--- src/rtl/bpfcap_pkg.sv ---
// Shared constants and types for the BPF capture copy engine.
package bpfcap_pkg;

    // CSR word indices on the s0 slave
    localparam logic [2:0] CSR_CTRL  = 3'd0;
    localparam logic [2:0] CSR_BEGIN = 3'd1;
    localparam logic [2:0] CSR_END   = 3'd2;
    localparam logic [2:0] CSR_DST   = 3'd3;
    localparam logic [2:0] CSR_CNT   = 3'd4;

    // Bit positions inside the control register
    localparam int CTRL_GO   = 0;
    localparam int CTRL_BUSY = 1;
    localparam int CTRL_DONE = 2;

    // Every bus transfer is a single beat
    localparam logic [15:0] BURST_ONE = 16'd1;

    // Copy FSM states
    typedef enum logic [2:0] {
        ST_IDLE,
        ST_RD,
        ST_RWAIT,
        ST_WR,
        ST_FIN
    } state_t;

endpackage

--- src/rtl/bpfcap_csr.sv ---
// CSR block: s0 decode, register file, registered readback and GO pulse.
module bpfcap_csr
    import bpfcap_pkg::*;
#(
    parameter int DATA_W = 32,
    parameter int ADDR_W = 32
) (
    input  logic              clk,
    input  logic              reset,
    input  logic [2:0]        address,
    input  logic              read,
    input  logic              write,
    input  logic [DATA_W-1:0] writedata,
    output logic [DATA_W-1:0] readdata,
    input  logic              busy,
    input  logic              done,
    input  logic [DATA_W-1:0] word_count,
    output logic              go,
    output logic              ctrl_wr,
    output logic [ADDR_W-1:0] pkt_begin,
    output logic [ADDR_W-1:0] pkt_end,
    output logic [ADDR_W-1:0] dst_addr
);

    logic [DATA_W-1:0] rd_mux;

    // Any control write clears DONE; GO only launches a run from idle
    assign ctrl_wr = write && (address == CSR_CTRL);
    assign go      = ctrl_wr && writedata[CTRL_GO] && !busy;

    // Readback mux; unmapped indices and GO read as zero
    always_comb begin
        rd_mux = '0;
        case (address)
            CSR_CTRL: begin
                rd_mux[CTRL_BUSY] = busy;
                rd_mux[CTRL_DONE] = done;
            end
            CSR_BEGIN: rd_mux = DATA_W'(pkt_begin);
            CSR_END:   rd_mux = DATA_W'(pkt_end);
            CSR_DST:   rd_mux = DATA_W'(dst_addr);
            CSR_CNT:   rd_mux = word_count;
            default:   rd_mux = '0;
        endcase
    end

    // Address registers, frozen while a run is in progress; low two bits forced 0
    always_ff @(posedge clk) begin
        if (reset) begin
            pkt_begin <= '0;
            pkt_end   <= '0;
            dst_addr  <= '0;
        end else if (write && !busy) begin
            case (address)
                CSR_BEGIN: pkt_begin <= {writedata[ADDR_W-1:2], 2'b00};
                CSR_END:   pkt_end   <= {writedata[ADDR_W-1:2], 2'b00};
                CSR_DST:   dst_addr  <= {writedata[ADDR_W-1:2], 2'b00};
                default:   ;
            endcase
        end
    end

    // Registered readback, held until the next read strobe
    always_ff @(posedge clk) begin
        if (reset) begin
            readdata <= '0;
        end else if (read) begin
            readdata <= rd_mux;
        end
    end

endmodule

--- src/rtl/bpfcap_dma.sv ---
// Packet-capture copy engine: reads a buffer over m0, writes each word over m1.
// Bus handshake: there is no waitrequest; a strobe held for one cycle is a
// complete transfer, and m0 read data is valid exactly one cycle after the
// cycle in which avs_m0_read was high.
module bpfcap_dma
    import bpfcap_pkg::*;
#(
    parameter int DATA_W = 32,
    parameter int ADDR_W = 32
) (
    input  logic              clk,
    input  logic              reset,
    input  logic [2:0]        avs_s0_address,
    input  logic              avs_s0_read,
    input  logic              avs_s0_write,
    input  logic [DATA_W-1:0] avs_s0_writedata,
    output logic [DATA_W-1:0] avs_s0_readdata,
    output logic [ADDR_W-1:0] avs_m0_address,
    output logic              avs_m0_read,
    output logic [15:0]       avs_m0_burstcount,
    input  logic [DATA_W-1:0] avs_m0_readdata,
    output logic [ADDR_W-1:0] avs_m1_address,
    output logic              avs_m1_write,
    output logic [15:0]       avs_m1_burstcount,
    output logic [DATA_W-1:0] avs_m1_writedata
);

    state_t            state;
    state_t            state_next;
    logic              busy;
    logic              done_q;
    logic              go;
    logic              ctrl_wr;
    logic [ADDR_W-1:0] pkt_begin;
    logic [ADDR_W-1:0] pkt_end;
    logic [ADDR_W-1:0] dst_addr;
    logic [ADDR_W-1:0] cur;
    logic [ADDR_W-1:0] dst;
    logic [ADDR_W-1:0] cur_inc;
    logic [DATA_W-1:0] data_q;
    logic [DATA_W-1:0] word_count;

    bpfcap_csr #(
        .DATA_W(DATA_W),
        .ADDR_W(ADDR_W)
    ) u_csr (
        .clk        (clk),
        .reset      (reset),
        .address    (avs_s0_address),
        .read       (avs_s0_read),
        .write      (avs_s0_write),
        .writedata  (avs_s0_writedata),
        .readdata   (avs_s0_readdata),
        .busy       (busy),
        .done       (done_q),
        .word_count (word_count),
        .go         (go),
        .ctrl_wr    (ctrl_wr),
        .pkt_begin  (pkt_begin),
        .pkt_end    (pkt_end),
        .dst_addr   (dst_addr)
    );

    // BUSY spans GO through the FIN cycle
    assign busy    = (state != ST_IDLE);
    assign cur_inc = cur + ADDR_W'(4);

    assign avs_m0_burstcount = BURST_ONE;
    assign avs_m1_burstcount = BURST_ONE;
    assign avs_m0_address    = cur;
    assign avs_m1_address    = dst;
    assign avs_m1_writedata  = data_q;

    // FSM state register
    always_ff @(posedge clk) begin
        if (reset) begin
            state <= ST_IDLE;
        end else begin
            state <= state_next;
        end
    end

    // Next-state and bus strobes; strobes decode from state so reset drops them at once
    always_comb begin
        state_next   = state;
        avs_m0_read  = 1'b0;
        avs_m1_write = 1'b0;
        case (state)
            ST_IDLE: begin
                if (go) begin
                    state_next = (pkt_end <= pkt_begin) ? ST_FIN : ST_RD;
                end
            end
            ST_RD: begin
                avs_m0_read = 1'b1;
                state_next  = ST_RWAIT;
            end
            ST_RWAIT: state_next = ST_WR;
            ST_WR: begin
                avs_m1_write = 1'b1;
                state_next   = (cur_inc >= pkt_end) ? ST_FIN : ST_RD;
            end
            ST_FIN:  state_next = ST_IDLE;
            default: state_next = ST_IDLE;
        endcase
    end

    // Copy datapath: pointers, captured word and word counter
    always_ff @(posedge clk) begin
        if (reset) begin
            cur        <= '0;
            dst        <= '0;
            data_q     <= '0;
            word_count <= '0;
        end else begin
            case (state)
                ST_IDLE: begin
                    if (go) begin
                        cur        <= pkt_begin;
                        dst        <= dst_addr;
                        word_count <= '0;
                    end
                end
                ST_RWAIT: data_q <= avs_m0_readdata;
                ST_WR: begin
                    cur        <= cur_inc;
                    dst        <= dst + ADDR_W'(4);
                    word_count <= word_count + DATA_W'(1);
                end
                default: ;
            endcase
        end
    end

    // Sticky DONE: set on run completion, cleared by any control write
    always_ff @(posedge clk) begin
        if (reset) begin
            done_q <= 1'b0;
        end else if (state == ST_FIN) begin
            done_q <= 1'b1;
        end else if (ctrl_wr) begin
            done_q <= 1'b0;
        end
    end

endmodule

--- config.mk ---
export PLATFORM = sky130hd
export DESIGN_NAME = bpfcap_dma
export DESIGN_NICKNAME = d
export VERILOG_FILES = /design/src/rtl/bpfcap_pkg.sv /design/src/rtl/bpfcap_csr.sv /design/src/rtl/bpfcap_dma.sv
export SDC_FILE = /design/constraint.sdc
export NUM_CORES = 1
export LEC_CHECK = 0
export CORE_UTILIZATION = 33
export DETAILED_ROUTE_END_ITERATION = 10
export GPL_TIMING_DRIVEN = 0
export PLACE_DENSITY_LB_ADDON = 0.2
export SLEW_MARGIN = 20
export SYNTH_ARGS = -nofsm -noshare
export SYNTH_HDL_FRONTEND = slang
export SYNTH_SLANG_ARGS = --single-unit
--- constraint.sdc ---
create_clock -name clk -period 5.55 [get_ports clk]
set_input_delay 1.3875 -clock clk [delete_from_list [all_inputs] [get_ports clk]]
set_output_delay 1.3875 -clock clk [all_outputs]
set_load 0.005 [all_outputs]
==> results.json <==
{
  "status": "finished, final reports clean",
  "async_reset_ff_share_pct": 0,
  "hold_violations": 0,
  "hp-start": "avs_m1_writedata[12]$_SDFFE_PP0N_",
  "min_period_ns": 4.76,
  "worst_slack_ns": 0.785,
  "fin_cells": 2503,
  "ff2ff_path_depth": 13,
  "min_period_over_period_pct": 85.9,
  "synth-xor-area-share_pct": 1.96,
  "synth_top_area_share_pct": 38.6,
  "cts_tree": "done",
  "min_to": "avs_m1_writedata[12]$_SDFFE_PP0N_",
  "gr-total-overflow": 0,
  "start_kind": "register",
  "synth_compound_area_share_pct": 21.9,
  "synth_ff_type": "dfxtp_1",
  "setup_viol": 0,
  "num_rows": 72,
  "drt_iter0_markers": 1162,
  "crit_fanout": 10,
  "synthTopCellsByArea": "dfxtp_1, a21oi_1, nand2_1",
  "die_h_um": 200,
  "cts_buffers": 30,
  "synth_adder_area_share_pct": 6.17,
  "antenna_left": 0,
  "syn_area_um2": 13000,
  "clk_latency_ns": 0.58,
  "ys_seq_area_share_pct": 38.6,
  "die-area_um2": 40100,
  "coreArea_um2": 38700,
  "routedWlPerCell_um": 20.6,
  "cts_sinks": 250,
  "critPathSlowestCell": "buf_1",
  "power_density_nw_per_um2": 247,
  "synth-seq-cells": 250,
  "final.setup.tns_ns": 0,
  "grt_pass1_wl_mm": 76.7,
  "tightest_slew_ns": 1.08,
  "cts-root-buf": "clkbuf_16",
  "area_growth_pct": 28.4,
  "portBuffers": 194,
  "skew_ns": 0.0227,
  "power.leakage_uw": 0.00577,
  "slew_viol_final": 0,
  "final_cell_mix": "nand2_1, a21oi_1, dfxtp_1",
  "maxCapViolCount": 0,
  "syn_avg_cell_area_um2": 7.63,
  "drc": 0,
  "die_x_um": 200,
  "synth_cell_types": 63,
  "hold_class": "register to register",
  "cts.path.max_buffers": 3,
  "required_ns": 4.16,
  "grt_usage_pct": 24.8,
  "final_common_cell": "nand2_1",
  "grt_pass1_vias": 12800,
  "max_freq_ghz": 0.210,
  "rsz0062_at_grt": "no",
  "grt_max_degree": 15,
  "dp.final_hpwl_mm": 39.4,
  "dp_cells": 2448,
  "antenna_found_initial": 1,
  "reg2reg_from": "avs_m0_address[9]$_SDFFE_PP0P_",
  "slew_headroom_pct": 27.2,
  "yosys.area.top_type": "dfxtp_1",
  "critPathKind": "register to primary output",
  "synth_top_family_by_area": "simple AND/OR/NAND/NOR gates",
  "post_cts_buffers": 0,
  "critPathArrivalTime_ns": 3.38,
  "vdd_drop_max_uv": 265,
  "htree_levels": 1,
  "place_congestion": 0.934,
  "cts_hold_buffers": 0,
  "post_cts_resized": 0,
  "synthCells": 1702,
  "whs_ns": 0.454,
  "cp-end-kind": "primary output",
  "routed_wl_mm": 51.6,
  "drive_gt1_share_pct": 5.80,
  "pre_cts_slack_ns": 0.547,
  "clkSlewWorstSetupHoldPaths_ns": 0.06,
  "post-route-util_pct": 43.0,
  "startpoint": "state[0]$_SDFFE_PP0P_",
  "drt_first_pass_iters": 6,
  "io_pins": 233,
  "synth.mux.area_fraction_pct": 1.17,
  "vias": 13606,
  "path_cells": "inv_1 > or3_1 > inv_2 > buf_2 > buf_1 > clkdlybuf4s50_1",
  "synth_edf_count": 0,
  "layout.nets": 2097,
  "r2r_setup_slack_ns": 1.62,
  "viasPerCell": 5.44,
  "r2r-end": "state[0]$_SDFFE_PP0P_",
  "yosys_warnings": 0,
  "synth-simple-area-share_pct": 22.8,
  "whs_path_depth": 2,
  "max_stage_delay_ns": 0.64,
  "initial_core_util_pct": 33.5
}
-- worst max-delay path by stage --
stage,to,slack (ns)
5_1_grt,avs_m1_address[22]$_SDFFE_PP0P_,0.76
6_report,avs_m1_write,0.79
3_5_place_dp,avs_m1_address[22]$_SDFFE_PP0P_,0.55
3_3_place_gp,avs_m1_address[22]$_SDFFE_PP0P_,0.51
4_1_cts,avs_m1_write,0.89
2_1_floorplan,avs_m1_address[22]$_SDFFE_PP0P_,2.34
-- per-stage QoR --
stage               power, uW  area (um^2)
finish                   4120        16700
floorplan                2040        13100
CTS                      4130        16700
global placement         2200        15700
global route             4240        16700
detailed placement       2200        15700
-- cells in the mapped netlist, types with 30 or more instances --
cell type / instances
buf_4: 37
clkbuf_1: 102
inv_1: 71
dfxtp_1: 250
nand2_1: 322
nand4_1: 30
o21ai_0: 57
ha_1: 64
a21oi_1: 270
nor2_1: 117
nand3_1: 48
a22oi_1: 69
-- registers in the layout, indices dropped and copies added, names as in the netlist --
register          cells
avs_m0_address       30
avs_m1_address       30
avs_m1_writedata     32
done_q                1
state                 3
u_csr.dst_addr       30
u_csr.pkt_begin      30
u_csr.pkt_end        30
u_csr.readdata       32
word_count           32
-- cell type report --
| cell class | count | area (um^2) |
|---|---|---|
| Sequential cell | 250 | 5000 |
| Inverter | 72 | 270 |
| Clock buffer | 47 | 936 |
| Antenna cell | 1 | 2.50 |
| Tap cell | 518 | 648 |
| Timing Repair Buffer | 194 | 1940 |
| Fill cell | 4029 | 22100 |
| Clock inverter | 7 | 35.0 |
| Buffer | 147 | 696 |
| Multi-Input combinational cell | 1267 | 7140 |
-- power by group --
| part | internal (uW) | switching, uW | total, uW |
|---|---|---|---|
| clock network | 1140 | 807 | 1950 |
| logic | 129 | 198 | 327 |
| registers | 1820 | 25.7 | 1840 |
| total | 3090 | 1030 | 4120 |
-- critical path: cells and delay by family, from the launching register on --
family | cells | cell delay (ns)
simple gates | 1 | 0.48
flops | 1 | 0.47
buf+inv | 5 | 1.85
-- routing by layer --
metal,up-vias,global-route usage (%),wire [um]
met2,617,40.1,23300
met3,111,5.86,4780
met4,0,10.0,2060
met5,-,0,0
met1,6426,31.8,21500
li1,6452,-,-
-- cells by family (layout without fill, tap and decap cells) --
family / Yosys count / count (layout)
and+or+nand+nor: 643 / 643
AOI/OAI and AO/OA: 481 / 481
DFF: 250 / 250
buffers and inverters: 219 / 467
adders and majority gates: 64 / 64
xor gates and xnor gates: 29 / 29
muxes: 14 / 14
other: 2 / 37
No activity file was read; power rests on OpenSTA's default activity.
